File: src/rtl/snax_simbacore_launch_pkg.sv
// snax_simbacore_launch_pkg: shared types and constants for the SimbaCore launch controller.
package snax_simbacore_launch_pkg;
   typedef enum logic [1:0] {
      IDLE  = 2'd0,
      START = 2'd1,
      RUN   = 2'd2
   } launch_state_e;
   localparam int CntWidth = 31;
   localparam logic [CntWidth-1:0] CntMax = {CntWidth{1'b1}};
   localparam int BusyBit = 31;
endpackage

File: src/rtl/snax_simbacore_sat_counter.sv
// snax_simbacore_sat_counter: up-counter that sticks at all-ones; clear beats enable.
module snax_simbacore_sat_counter #(
   parameter int Width = 8
) (
   input  logic             clk_i,
   input  logic             rst_ni,
   input  logic             clr_i,
   input  logic             en_i,
   output logic [Width-1:0] cnt_o
);
   always_ff @(posedge clk_i or negedge rst_ni) begin
      if (!rst_ni) cnt_o <= '0;
      else if (clr_i) cnt_o <= '0;
      else if (en_i && !(&cnt_o)) cnt_o <= cnt_o + 1'b1;
   end
endmodule

File: src/rtl/snax_simbacore_launch_ctrl.sv
// snax_simbacore_launch_ctrl: latches a CSR configuration, pulses start, and
// blocks new configurations until the accelerator reports done.
module snax_simbacore_launch_ctrl
   import snax_simbacore_launch_pkg::*;
#(
   parameter int NumRwCsr = 5,
   parameter int NumRoCsr = 1
) (
   input  logic                      clk_i,
   input  logic                      rst_ni,
   input  logic [NumRwCsr-1:0][31:0] csr_reg_rw_set_i,
   input  logic                      csr_reg_set_valid_i,
   output logic                      csr_reg_set_ready_o,
   output logic [NumRoCsr-1:0][31:0] csr_reg_ro_set_o,
   output logic [NumRwCsr-1:0][31:0] acc_cfg_o,
   output logic                      acc_start_o,
   input  logic                      acc_done_i
);
   localparam logic [1:0] StIdle  = IDLE;
   localparam logic [1:0] StStart = START;
   localparam logic [1:0] StRun   = RUN;

   logic [1:0] state_q, state_d;
   logic accept, busy;
   logic [CntWidth-1:0] cnt;

   assign csr_reg_set_ready_o = state_q == StIdle;
   assign acc_start_o = state_q == StStart;
   assign busy = state_q != StIdle;
   assign accept = csr_reg_set_valid_i && csr_reg_set_ready_o;

   always_comb begin
      state_d = state_q == StIdle  ? (accept ? StStart : StIdle) :
                state_q == StStart ? (acc_done_i ? StIdle : StRun) :
                state_q == StRun   ? (acc_done_i ? StIdle : StRun) : StIdle;
   end

   always_ff @(posedge clk_i or negedge rst_ni) begin
      if (!rst_ni) state_q <= StIdle;
      else state_q <= state_d;
   end

   // Config only moves on an accept, so it is frozen for the whole START/RUN window.
   always_ff @(posedge clk_i or negedge rst_ni) begin
      if (!rst_ni) acc_cfg_o <= '0;
      else if (accept) acc_cfg_o <= csr_reg_rw_set_i;
   end

   snax_simbacore_sat_counter #(.Width(CntWidth)) u_cnt (
      .clk_i  (clk_i),
      .rst_ni (rst_ni),
      .clr_i  (accept),
      .en_i   (busy),
      .cnt_o  (cnt)
   );

   always_comb begin
      csr_reg_ro_set_o = '0;
      csr_reg_ro_set_o[0][BusyBit] = busy;
      csr_reg_ro_set_o[0][CntWidth-1:0] = cnt;
   end
endmodule

File: config.mk
export PLATFORM = sky130hd
export DESIGN_NAME = snax_simbacore_launch_ctrl
export DESIGN_NICKNAME = d
export VERILOG_FILES = /design/src/rtl/snax_simbacore_launch_pkg.sv /design/src/rtl/snax_simbacore_sat_counter.sv /design/src/rtl/snax_simbacore_launch_ctrl.sv
export SDC_FILE = /design/constraint.sdc
export NUM_CORES = 1
export LEC_CHECK = 0
export CAP_MARGIN = 20
export CORE_MARGIN = 5
export CORE_UTILIZATION = 43
export DETAILED_ROUTE_END_ITERATION = 12
export PLACE_DENSITY_LB_ADDON = 0.25
export RECOVER_POWER = 50
export SLEW_MARGIN = 20
export SYNTH_ARGS = -nofsm -noshare
export SYNTH_HDL_FRONTEND = slang
export SYNTH_HIERARCHICAL = 1
export SYNTH_SLANG_ARGS = --single-unit
export TNS_END_PERCENT = 1
File: constraint.sdc
create_clock -name clk_i -period 3.2 [get_ports clk_i]
set_clock_uncertainty 0.15 [all_clocks]
set_input_delay 0.64 -clock clk_i [delete_from_list [all_inputs] [get_ports clk_i]]
set_output_delay 0.64 -clock clk_i [all_outputs]
set_load 0.01 [all_outputs]
After elaboration in Yosys (flattened, before gate mapping). Cells that the tools add are included.

Output and inout bits: 194. Register bits: 193. Logic and storage cells: 24. Bits of input ports: 164.

Add/sub/neg operators: 1. Equal/unequal tests: 2. Muxes and demuxes: 7. Reductions and logical operators: 7.

Operator list (count): $mux 31 (2); $add 31x1->31 const B (1); $reduce_and 31->1 (1); $mux 2 (4); $reduce_bool 2->1 (2); $eq 2x1->1 const B (1); $eq 2x2->1 const B (1); $logic_and 1x1->1 (2); $logic_not 2->1 (1); $logic_not 1->1 (1); $mux 1 (1).

Logic depth before layout (Yosys ltp).
Word-level depth: 5. Depth in mapped cells: 8. Depth with buffers taken out: 6.

By module. Netlist, hierarchy kept.

By module, submodules not included: snax_simbacore_launch_ctrl (cells an instance 347, sequential area each 4053.9 µm², area each 6502.5 µm², times used 1); snax_simbacore_sat_counter (cells an instance 194, sequential area each 775.7 µm², area each 1825.5 µm², times used 1).

Worst setup path before layout. No wires, ideal clock.

Kind: input -> register. From: input csr_reg_set_valid_i. To: register u_cnt.cnt_o[0]. Required time: 2918 ps. Slack: 775 ps. Arrival: 2143 ps. Library setup time: 132 ps. Buffers on the path: 6. Stages on the path: 8. Cell sequence: nor3b_2 > buf_6 > buf_12 > buf_12 > clkbuf_1 > clkbuf_1 > clkbuf_1 > nor2_1.

Longest elaborated chain between the ends: 2. Elaborated cells on any way between the ends: 3. Classes of those cells: 1 x mux; 2 x reduce/logical.

Ends and longest elaborated chain: start: declaration (line snax_simbacore_launch_ctrl.sv:12) `input logic csr_reg_set_valid_i,`; $logic_and 1x1->1 * (line snax_simbacore_launch_ctrl.sv:30) `assign accept = csr_reg_set_valid_i && csr_reg_set_ready_o;`; net accept (line snax_simbacore_launch_ctrl.sv:24) `logic accept, busy;`; $mux 31 or $reduce_bool 2->1 (tied branches); end signal: assignment (line snax_simbacore_sat_counter.sv:14) `else if (en_i && !(&cnt_o)) cnt_o <= cnt_o + 1'b1;`; end: declaration (line snax_simbacore_sat_counter.sv:9) `output logic [Width-1:0] cnt_o`.

Mark *: on every way through the listed nets, which the timed path passes. The rest lies on a longest branch. A chain may end at the register's enable or synchronous reset.

Worst setup path in the final report.
From: input csr_reg_set_valid_i. To: register acc_cfg_o[57] in the netlist's numbering.

Longest elaborated chain between the ends: 1.

Ends and longest elaborated chain: $logic_and 1x1->1 (line snax_simbacore_launch_ctrl.sv:30); end signal: assignment (line snax_simbacore_launch_ctrl.sv:46) `else if (accept) acc_cfg_o <= csr_reg_rw_set_i;`; end: declaration (line snax_simbacore_launch_ctrl.sv:15) `output logic [NumRwCsr-1:0][31:0] acc_cfg_o,`.

Every way passes these cells.

==> key figures <==
Timing
  • RSZ-0062 raised after global routing: no
  • Min Hold Slack: 0.336 ns
  • Fmax: between 300 and 400 MHz
  • Worst-margin pin slew: around 1.6 ns
  • Slew Limit Fails: between 60 and 70
  • Final worst path period need: 2.85 ns
  • Finish-stage setup viols: 0
  • Relative slew slack: -5.64%
  • Final setup TNS: 0 ns
  • Period utilization: between 80% and 90%
  • Final Hold Viols: 0

Yosys
  • YS warnings: 6
  • Most frequent cell after synthesis: dfrtp_1
  • Seq/Total Area, Yosys: 58.0%
  • Synth area leaders: dfrtp_1, mux2_4, mux2_2, buf_12, a21oi_1
  • Async set-reset flop share out of synthesis: 100%
  • Synthesized area per cell: around 15 sq um
  • Synth area leader: dfrtp_1
  • Netlist Area Pre-Place: about 8300 sq um
  • Synth unique cells: 51
  • EDFF count, synth: 0
  • Post-synthesis sequential element count: ~190
  • Area share of the largest cell type after synthesis: 58.0%
  • Top FF cell, synth: dfrtp_1
  • Post-synth top cells: dfrtp_1, mux2_4, mux2_2
  • Cell count after synthesis: around 540
  • Syn nets: about 710

Routing
  • DRC viols: 0
  • Vias per inst: 4.96
  • Via count: roughly 5900
  • Final wirelength: about 23 mm
  • Starting DRT DRC Count: about 240
  • Post-DRT Antenna Nets: 0
  • Wire length per cell: about 20 um
  • Drt first pass iters: 4

Critical path
  • Worst R2R Start: state_q[0]
  • Crit path DAT: 3.01 ns
  • CP required: 3.36 ns
  • Worst-path maximum fanout: 45
  • R2r setup slk: around 0.53 ns
  • Worst setup EP type: flip-flop
  • CP Class: input pin to flip-flop
  • R2R cell count: 4
  • Reg2reg end: acc_cfg_o[57]
  • CP startpoint kind: input pin

CTS
  • Sinks on Clock Net: just under 200
  • Clk buf depth: 2
  • Hold-fix buffers, CTS: 0
  • Clk_lat worst skew: around 0.42 ns
  • CTS tree: built
  • CTS buffer count: 17
  • PostCTS Resize Cnt: 0
  • Root Driver: clkbuf_16
  • H-tree depth: 4
  • Postcts setup bufs: 0
  • Clk slew on worst S/H paths: roughly 0.080 ns

Placed design
  • Routability congestion estimate: about 0.81
  • HPWL Detailed: about 18 mm
  • IO buf count: ~360

Layout
  • Area Growth Syn to Fin: 49.9%
  • Fin nets: around 1100
  • Ratio of cells with drive above 1 in the final layout: about a fifth

Floorplanning
  • Placeable Area: about 19000 sq um
  • # IOs: around 360
  • Die Span X: 149 um
  • Chip height: around 150 um
  • Row count: about 50
  • Initial Util: between 40 and 50%
  • DIE AREA: 22300 sq um

Pwr
  • Lkg Pwr: between 5 and 6 nW
  • PwrDens: approximately 700 nW/um^2
  • Peak VDD IR: between 0.3 and 0.4 mV

Outcome
  • Failing checks: max-capacitance violations, max-slew violations
  • Run status: finished with violations

Run
  • Max-Cap Viols: 1

Worst hold path
  • Worst hold path endpoint: acc_cfg_o[82]
  • Hold path start: acc_cfg_o[82]
  • Cells on Worst Hold Path: 1
  • Worst hold path class: flip-flop to flip-flop

Global routing
  • First-pass GRT wire length: 35.8 mm
  • Vias in the first global route: approximately 6200
  • Overall Global Routing Usage: a little over a fifth
  • GR Overflow Total: 0
  • Largest net degree at the start of global routing: 63
  • Initial antenna violation count: 2
==> sequential cells by signal, indices dropped and copies added, names as in the netlist <==
| name | cells |
|---|---|
| state_q | 2 |
| u_cnt/cnt_o | 31 |
| acc_cfg_o | 160 |
==> cell usage in the layout, fill, tap and decap left out, types with 10 or more instances in the layout <==
cell and instances:
clkbuf_16 17, nand2_1 12, or4_1 10, nand4_1 12
dfrtp_1 193, or3_1 10, clkdlybuf4s50_1 356, mux2_1 45
nor2_1 17, a21oi_1 18, o21ai_0 11, mux2_2 72
mux2_4 46
==> worst max-delay path by stage <==
stage                                    from                  end
after global placement    csr_reg_set_valid_i       acc_cfg_o[127]
after global routing      csr_reg_set_valid_i        acc_cfg_o[59]
after detailed placement  csr_reg_set_valid_i        acc_cfg_o[57]
after floorplan           csr_reg_set_valid_i       u_cnt/cnt_o[0]
after CTS                          state_q[0]  csr_reg_set_ready_o
final                     csr_reg_set_valid_i        acc_cfg_o[57]
==> routing by layer <==
layer	track usage [%]	vias up	part of all wire, %
li1	-	2699	-
met1	24.6	2907	39
met2	35.7	225	51
met3	7.17	29	8.2
met4	7.46	0	2.4
met5	0	-	0
==> stage by stage <==
| stage | util, % | area [sq um] | setup slack [ns] | std cells | power (mW) |
|---|---|---|---|---|---|
| 2_1_floorplan | - | 8330 | 0.775 | 541 | 5.11 |
| 3_3_place_gp | 62.9 | 12100 | 0.576 | 1150 | 7.00 |
| 3_5_place_dp | 62.9 | 12100 | 0.552 | 1150 | 7.07 |
| 4_1_cts | 65.8 | 12700 | 0.445 | 1180 | 9.12 |
| 5_1_grt | 64.8 | 12500 | 0.213 | 1182 | 9.26 |
| 6_report | 64.8 | 12500 | 0.352 | 1182 | 8.80 |
==> final cells by class <==
cell class / instances / area (sq um)
Antenna cell: 2 / 5.00
Clock buffer: 17 / 425
Clock inverter: 13 / 129
Fill cell: 1544 / 6790
Inverter: 5 / 18.8
Multi-Input combinational cell: 316 / 3020
Sequential cell: 193 / 4830
Tap cell: 265 / 332
Timing Repair Buffer: 371 / 3720
==> worst max-delay path, cell delays in order <==
cell and delay (ns):
clkdlybuf4s50_1 0.45, nor3b_4 0.16, clkbuf_2 0.87, buf_4 0.48, mux2_2 0.39
==> cells by family (layout without fill, tap and decap cells) <==
| logic type | Yosys count | after routing | synth area share (%) |
|---|---|---|---|
| AO/OA/AOI/OAI | 48 | 48 | 3.98 |
| flip-flops | 193 | 193 | 58.0 |
| multiplexers | 164 | 164 | 26.2 |
| AND/OR/NAND/NOR | 93 | 93 | 6.73 |
| buffers and inverters | 32 | 406 | 3.88 |
| adder cells (fa/ha/maj) | 2 | 2 | 0.300 |
| XOR/XNOR | 9 | 9 | 0.946 |
| other | 0 | 2 | 0 |
==> where the power goes <==
| part | leakage [nW] | internal, mW | switching [mW] |
|---|---|---|---|
| registers | 2.32 | 3.13 | 0.390 |
| logic | 2.50 | 2.05 | 1.22 |
| clock network | 0.260 | 1.02 | 0.986 |
No activity file was read; power rests on OpenSTA's default activity.
